### config.mk
export PLATFORM = sky130hd
export DESIGN_NAME = hack_seq_ctrl
export DESIGN_NICKNAME = d
export VERILOG_FILES = /design/src/rtl/hack_seq_ctrl.sv
export SDC_FILE = /design/constraint.sdc
export NUM_CORES = 1
export LEC_CHECK = 0
export CAP_MARGIN = 20
export CORE_MARGIN = 2
export CORE_UTILIZATION = 30
export DETAILED_ROUTE_END_ITERATION = 7
export REMOVE_ABC_BUFFERS = 1
export SYNTH_ARGS = -nofsm -noshare
export SYNTH_HDL_FRONTEND = slang
export SYNTH_SLANG_ARGS = --single-unit
### constraint.sdc
create_clock -name clk -period 3.6 [get_ports clk]
set_clock_uncertainty 0.2 [all_clocks]
set_input_delay 0.72 -clock clk [delete_from_list [all_inputs] [get_ports clk]]
set_output_delay 0.72 -clock clk [all_outputs]
set_load 0.05 [all_outputs]
### src/rtl/hack_seq_ctrl.sv
// Multi-cycle control sequencer for the Hack CPU: fetch over a ROM handshake,
// optional data-memory read/write, jump evaluation and one commit per instruction.
module hack_seq_ctrl #(
  parameter int DW = 16,
  parameter int CW = 16
) (
  input  logic          clk,
  input  logic          rst_n,
  input  logic          run,
  output logic          rom_req,
  input  logic          rom_ack,
  input  logic [DW-1:0] rom_data,
  output logic [DW-1:0] ir,
  output logic          dm_req,
  output logic          dm_we,
  input  logic          dm_ack,
  input  logic          zr,
  input  logic          ng,
  output logic          load_a,
  output logic          a_src,
  output logic          load_d,
  output logic          pc_load,
  output logic          pc_inc,
  output logic          busy,
  output logic [CW-1:0] instr_cnt
);

  typedef enum logic [2:0] {
    IDLE   = 3'd0,
    FETCH  = 3'd1,
    DECODE = 3'd2,
    MEM_RD = 3'd3,
    EXEC   = 3'd4,
    MEM_WR = 3'd5
  } state_t;

  state_t        state_q, state_d;
  logic [DW-1:0] ir_q, ir_d;
  logic [CW-1:0] cnt_q, cnt_d;

  logic i_type, i_a, i_d1, i_d2, i_d3, i_j1, i_j2, i_j3;
  logic jump;
  logic commit;

  // Instruction fields and jump condition decoded from the latched ir
  assign i_type = ir_q[DW-1];
  assign i_a    = ir_q[12];
  assign i_d1   = ir_q[5];
  assign i_d2   = ir_q[4];
  assign i_d3   = ir_q[3];
  assign i_j1   = ir_q[2];
  assign i_j2   = ir_q[1];
  assign i_j3   = ir_q[0];
  assign jump   = (i_j1 & ng) | (i_j2 & zr) | (i_j3 & ~ng & ~zr);

  assign ir        = ir_q;
  assign instr_cnt = cnt_q;

  // State, instruction and retire-count registers; reset abandons any handshake
  always_ff @(posedge clk or negedge rst_n) begin
    if (!rst_n) begin
      state_q <= IDLE;
      ir_q    <= '0;
      cnt_q   <= '0;
    end else begin
      state_q <= state_d;
      ir_q    <= ir_d;
      cnt_q   <= cnt_d;
    end
  end

  // Next-state logic and state-decoded outputs; strobes only in the commit cycle
  always_comb begin
    state_d = state_q;
    ir_d    = ir_q;
    cnt_d   = cnt_q;
    rom_req = 1'b0;
    dm_req  = 1'b0;
    dm_we   = 1'b0;
    commit  = 1'b0;
    load_a  = 1'b0;
    a_src   = 1'b0;
    load_d  = 1'b0;
    pc_load = 1'b0;
    pc_inc  = 1'b0;
    busy    = (state_q != IDLE);

    case (state_q)
      IDLE: begin
        if (run) state_d = FETCH;
      end
      FETCH: begin
        rom_req = 1'b1;
        if (rom_ack) begin
          ir_d    = rom_data;
          state_d = DECODE;
        end
      end
      DECODE: begin
        state_d = (i_type && i_a) ? MEM_RD : EXEC;
      end
      MEM_RD: begin
        dm_req = 1'b1;
        if (dm_ack) state_d = EXEC;
      end
      EXEC: begin
        // A memory write must finish before any register or PC update
        if (i_type && i_d3) state_d = MEM_WR;
        else                commit  = 1'b1;
      end
      MEM_WR: begin
        dm_req = 1'b1;
        dm_we  = 1'b1;
        if (dm_ack) commit = 1'b1;
      end
      default: state_d = IDLE;
    endcase

    if (commit) begin
      if (!i_type) begin
        load_a = 1'b1;
        pc_inc = 1'b1;
      end else begin
        load_a  = i_d1;
        a_src   = 1'b1;
        load_d  = i_d2;
        pc_load = jump;
        pc_inc  = ~jump;
      end
      cnt_d   = cnt_q + 1'b1;
      state_d = run ? FETCH : IDLE;
    end
  end

endmodule
==> results.md <==
* Outcome: finished, final reports clean
* Core Region at 0.005507 mm²
* Detailed-route wire length at 3.653 mm
* Seq cells post-synth at 35
* RR Endpoint: state_q[0]$_DFFE_PN0P_
* Seq pwr share at 29.4%
* Via count at 1319
* GPL Wtd Cong at 0.7588
* Met3 usage at 4.299%
* Worst min path class: reg2reg
* Total CTS buffers at 5
* Site row count at 27
* Worst path required time at 2.68 ns
* CTS root buffer: clkbuf_8
* DIE WIDTH at 79.67 µm
* Total track usage at 12.59%
* Net switching power at 1.116 mW
* Register-to-register path setup slack at 1.73 ns
* Crit path capture type: output pin
* Post-layout util at 46.06%
* Register area share after synthesis at 50.98%
* Worst Path Max Fanout at 7
* Synthesized area at 0.001718 mm²
* Yosys warning total at 0
* Max incr delay on CP at 0.52 ns
* Setup crit start: dm_ack
* Share of layout cells above drive strength 1 at 19.52%
* TNS Setup at 0 ns
* Drt via density at 4.677
* Max-slew violations at 0
* Worst reg2reg path depth at 4
* DP Worst Slack at 0.4722 ns
* Sink Count at 35
* Fmax at 320.7 MHz
* DRC at 0
* Worst Hold Slack at 0.2668 ns
* Initial antenna violation count at 0
* Post-layout min period at 3.118 ns
* Setup violators final at 0
* Met1 Use GR at 16.47%
* Hold Path End: instr_cnt[15]$_DFFE_PN0P_
* Worst VDD drop at 533.2 µV
* R2R Path Start: state_q[0]$_DFFE_PN0P_
* Number of global-route vias before repair at 1321
* Slew HR at 47.04%
* Worst Tran Pin Value at 0.7944 ns
* CP top delay family: buffers and inverters
* Synth Flop Type: dfrtp_1
* TritonCTS clock tree: built
* Setup ws final at 0.4821 ns
* P&R area growth vs syn at 47.63%
* Post-Synthesis Cells at 144
* WHS Path Cells at 1
* Final instance area at 0.002536 mm²
* Most frequent cells in the layout: clkdlybuf4s50_1, dfrtp_1, mux2_2, nand2_1, xor2_1
* Largest net degree at the start of global routing at 36
* N_diodes at 0
* Final Power at 2.325 mW
* First drt pass iteration count at 4
* Worst-skew pair later-pin latency at 0.28 ns
* Startpoint Class: input pin
* Iter 0 DRT Violations at 45
* Post-CTS Setup Bufs at 0
* # placed instances at 275
* Total gr overflow at 0
* Layout filler cell count at 525
* DIE HEIGHT at 79.67 µm
* Clk pwr share at 12.4%
* Post-CTS sizing at 0
* Syn avg cell area at 11.93 µm²
* Worst-path cell chain: clkdlybuf4s50_1 > nand2b_1 > nand3_1 > a21oi_1 > buf_12
* H-tree depth at 2
* Port Buf Inserts at 63
* Hold path startpoint: instr_cnt[15]$_DFFE_PN0P_
* Busiest grt layer: met2
* Crit-path slowest cell: clkdlybuf4s50_1
* Internal power at 1.209 mW
* Switching Share at 47.99%
* Nets at 234
* WL/cell at 12.95 µm
* CP Data Arrival Time at 2.20 ns
* CTS Hold Bufs at 0
* Crit path buffers/inverters at 2
* Initial Util at 31.20%
* Hpwl dp at 2.720 mm
* Number of flops mapped to enable cells by yosys at 0
* Non-filler instance count after layout at 282
* Clock slew at reported path FFs at 0.07 ns
* RSZ-0062 raised after global routing: no
* Most common cell after layout, fill and taps aside: clkdlybuf4s50_1
* DRT antenna net count at 0
* Synth unique cells at 39
* Placed inst area at 0.002449 mm²
* WS Path Type: in2out
* Final Hold Vio Count at 0
* Die area at 0.006347 mm²
* Cell Pwr Density at 916.6 mW/mm²
* Max Cap Violations at 0
* Clock Path Buffers at 2
* M2 GR Usage at 18.99%
* Lkg Pwr at 1.083 nW
* Final period util at 86.61%
* I/O Pins at 64
* FFs w/ async S/R, synth at 100.0%
* Global-route wire length before repair at 6.141 mm
* Combinational power share at 58.2%
-- cells in the mapped netlist, types with 2 or more instances --
library cell  number  share of area, %
nand3_1            3              0.87
nor2_1             6               1.3
buf_4              2              0.87
nor3_1             6               1.7
inv_1              4              0.87
o21a_1             2              0.87
buf_6              2               1.3
nand2_1           12               2.6
nor2b_1            3               1.1
o21ai_0            2              0.58
nand4_1            3               1.1
mux2_2            16                10
a21oi_1            6               1.7
and3_1             5               1.8
dfrtp_1           35                51
xor2_1             8               4.1
xnor2_1            7               3.6
-- state kept, by name (all words and copies together) (netlist names) --
signal	flops
instr_cnt	16
state_q	3
ir	16
-- how the worst max path moves through the flow --
stage	endpoint	slack, ns	depth (start not counted)
after floorplan	load_a	0.78	3
after global placement	pc_inc	0.48	5
after detailed placement	load_a	0.47	5
after CTS	pc_inc	0.45	5
after global routing	pc_inc	0.36	5
final	load_a	0.48	5
-- per-layer routing --
metal / wire (µm) / part of all wire [%] / vias to the layer above
met5: 0 / 0 / -
met4: 53 / 1.5 / 0
met3: 274 / 7.5 / 7
met2: 1661 / 45 / 43
met1: 1663 / 46 / 640
li1: - / - / 629
-- kinds of logic after synthesis --
kind of cell             after synthesis  synth area share [%]
multiplexers                          16                 10.49
adder cells (fa/ha/maj)                1                0.7282
buffers and inverters                  9                 3.349
AND/OR/NAND/NOR                       53                 20.03
AO/OA/AOI/OAI                         15                 6.774
flip-flops                            35                 50.98
XOR/XNOR                              15                 7.648
-- final cells by class --
cell class | instances | area, µm² | share of cell area (%)
Clock buffer | 6 | 82.58 | 3.256
Clock inverter | 1 | 5.005 | 0.1973
Inverter | 4 | 15.01 | 0.5920
Multi-Input combinational cell | 100 | 784.5 | 30.93
Sequential cell | 35 | 875.8 | 34.53
Tap cell | 72 | 90.09 | 3.552
Timing Repair Buffer | 64 | 683.2 | 26.94
-- power groups by stage --
stage / clock, mW / sequential, mW / combinational [mW]
global route: 0.320 / 0.712 / 1.42
CTS: 0.298 / 0.689 / 1.37
finish: 0.288 / 0.684 / 1.35
floorplan: 0 / 1.07 / 0.496
detailed placement: 0 / 0.693 / 1.37
global placement: 0 / 0.691 / 1.36
Note: power is estimated with default switching activity, not from simulation.
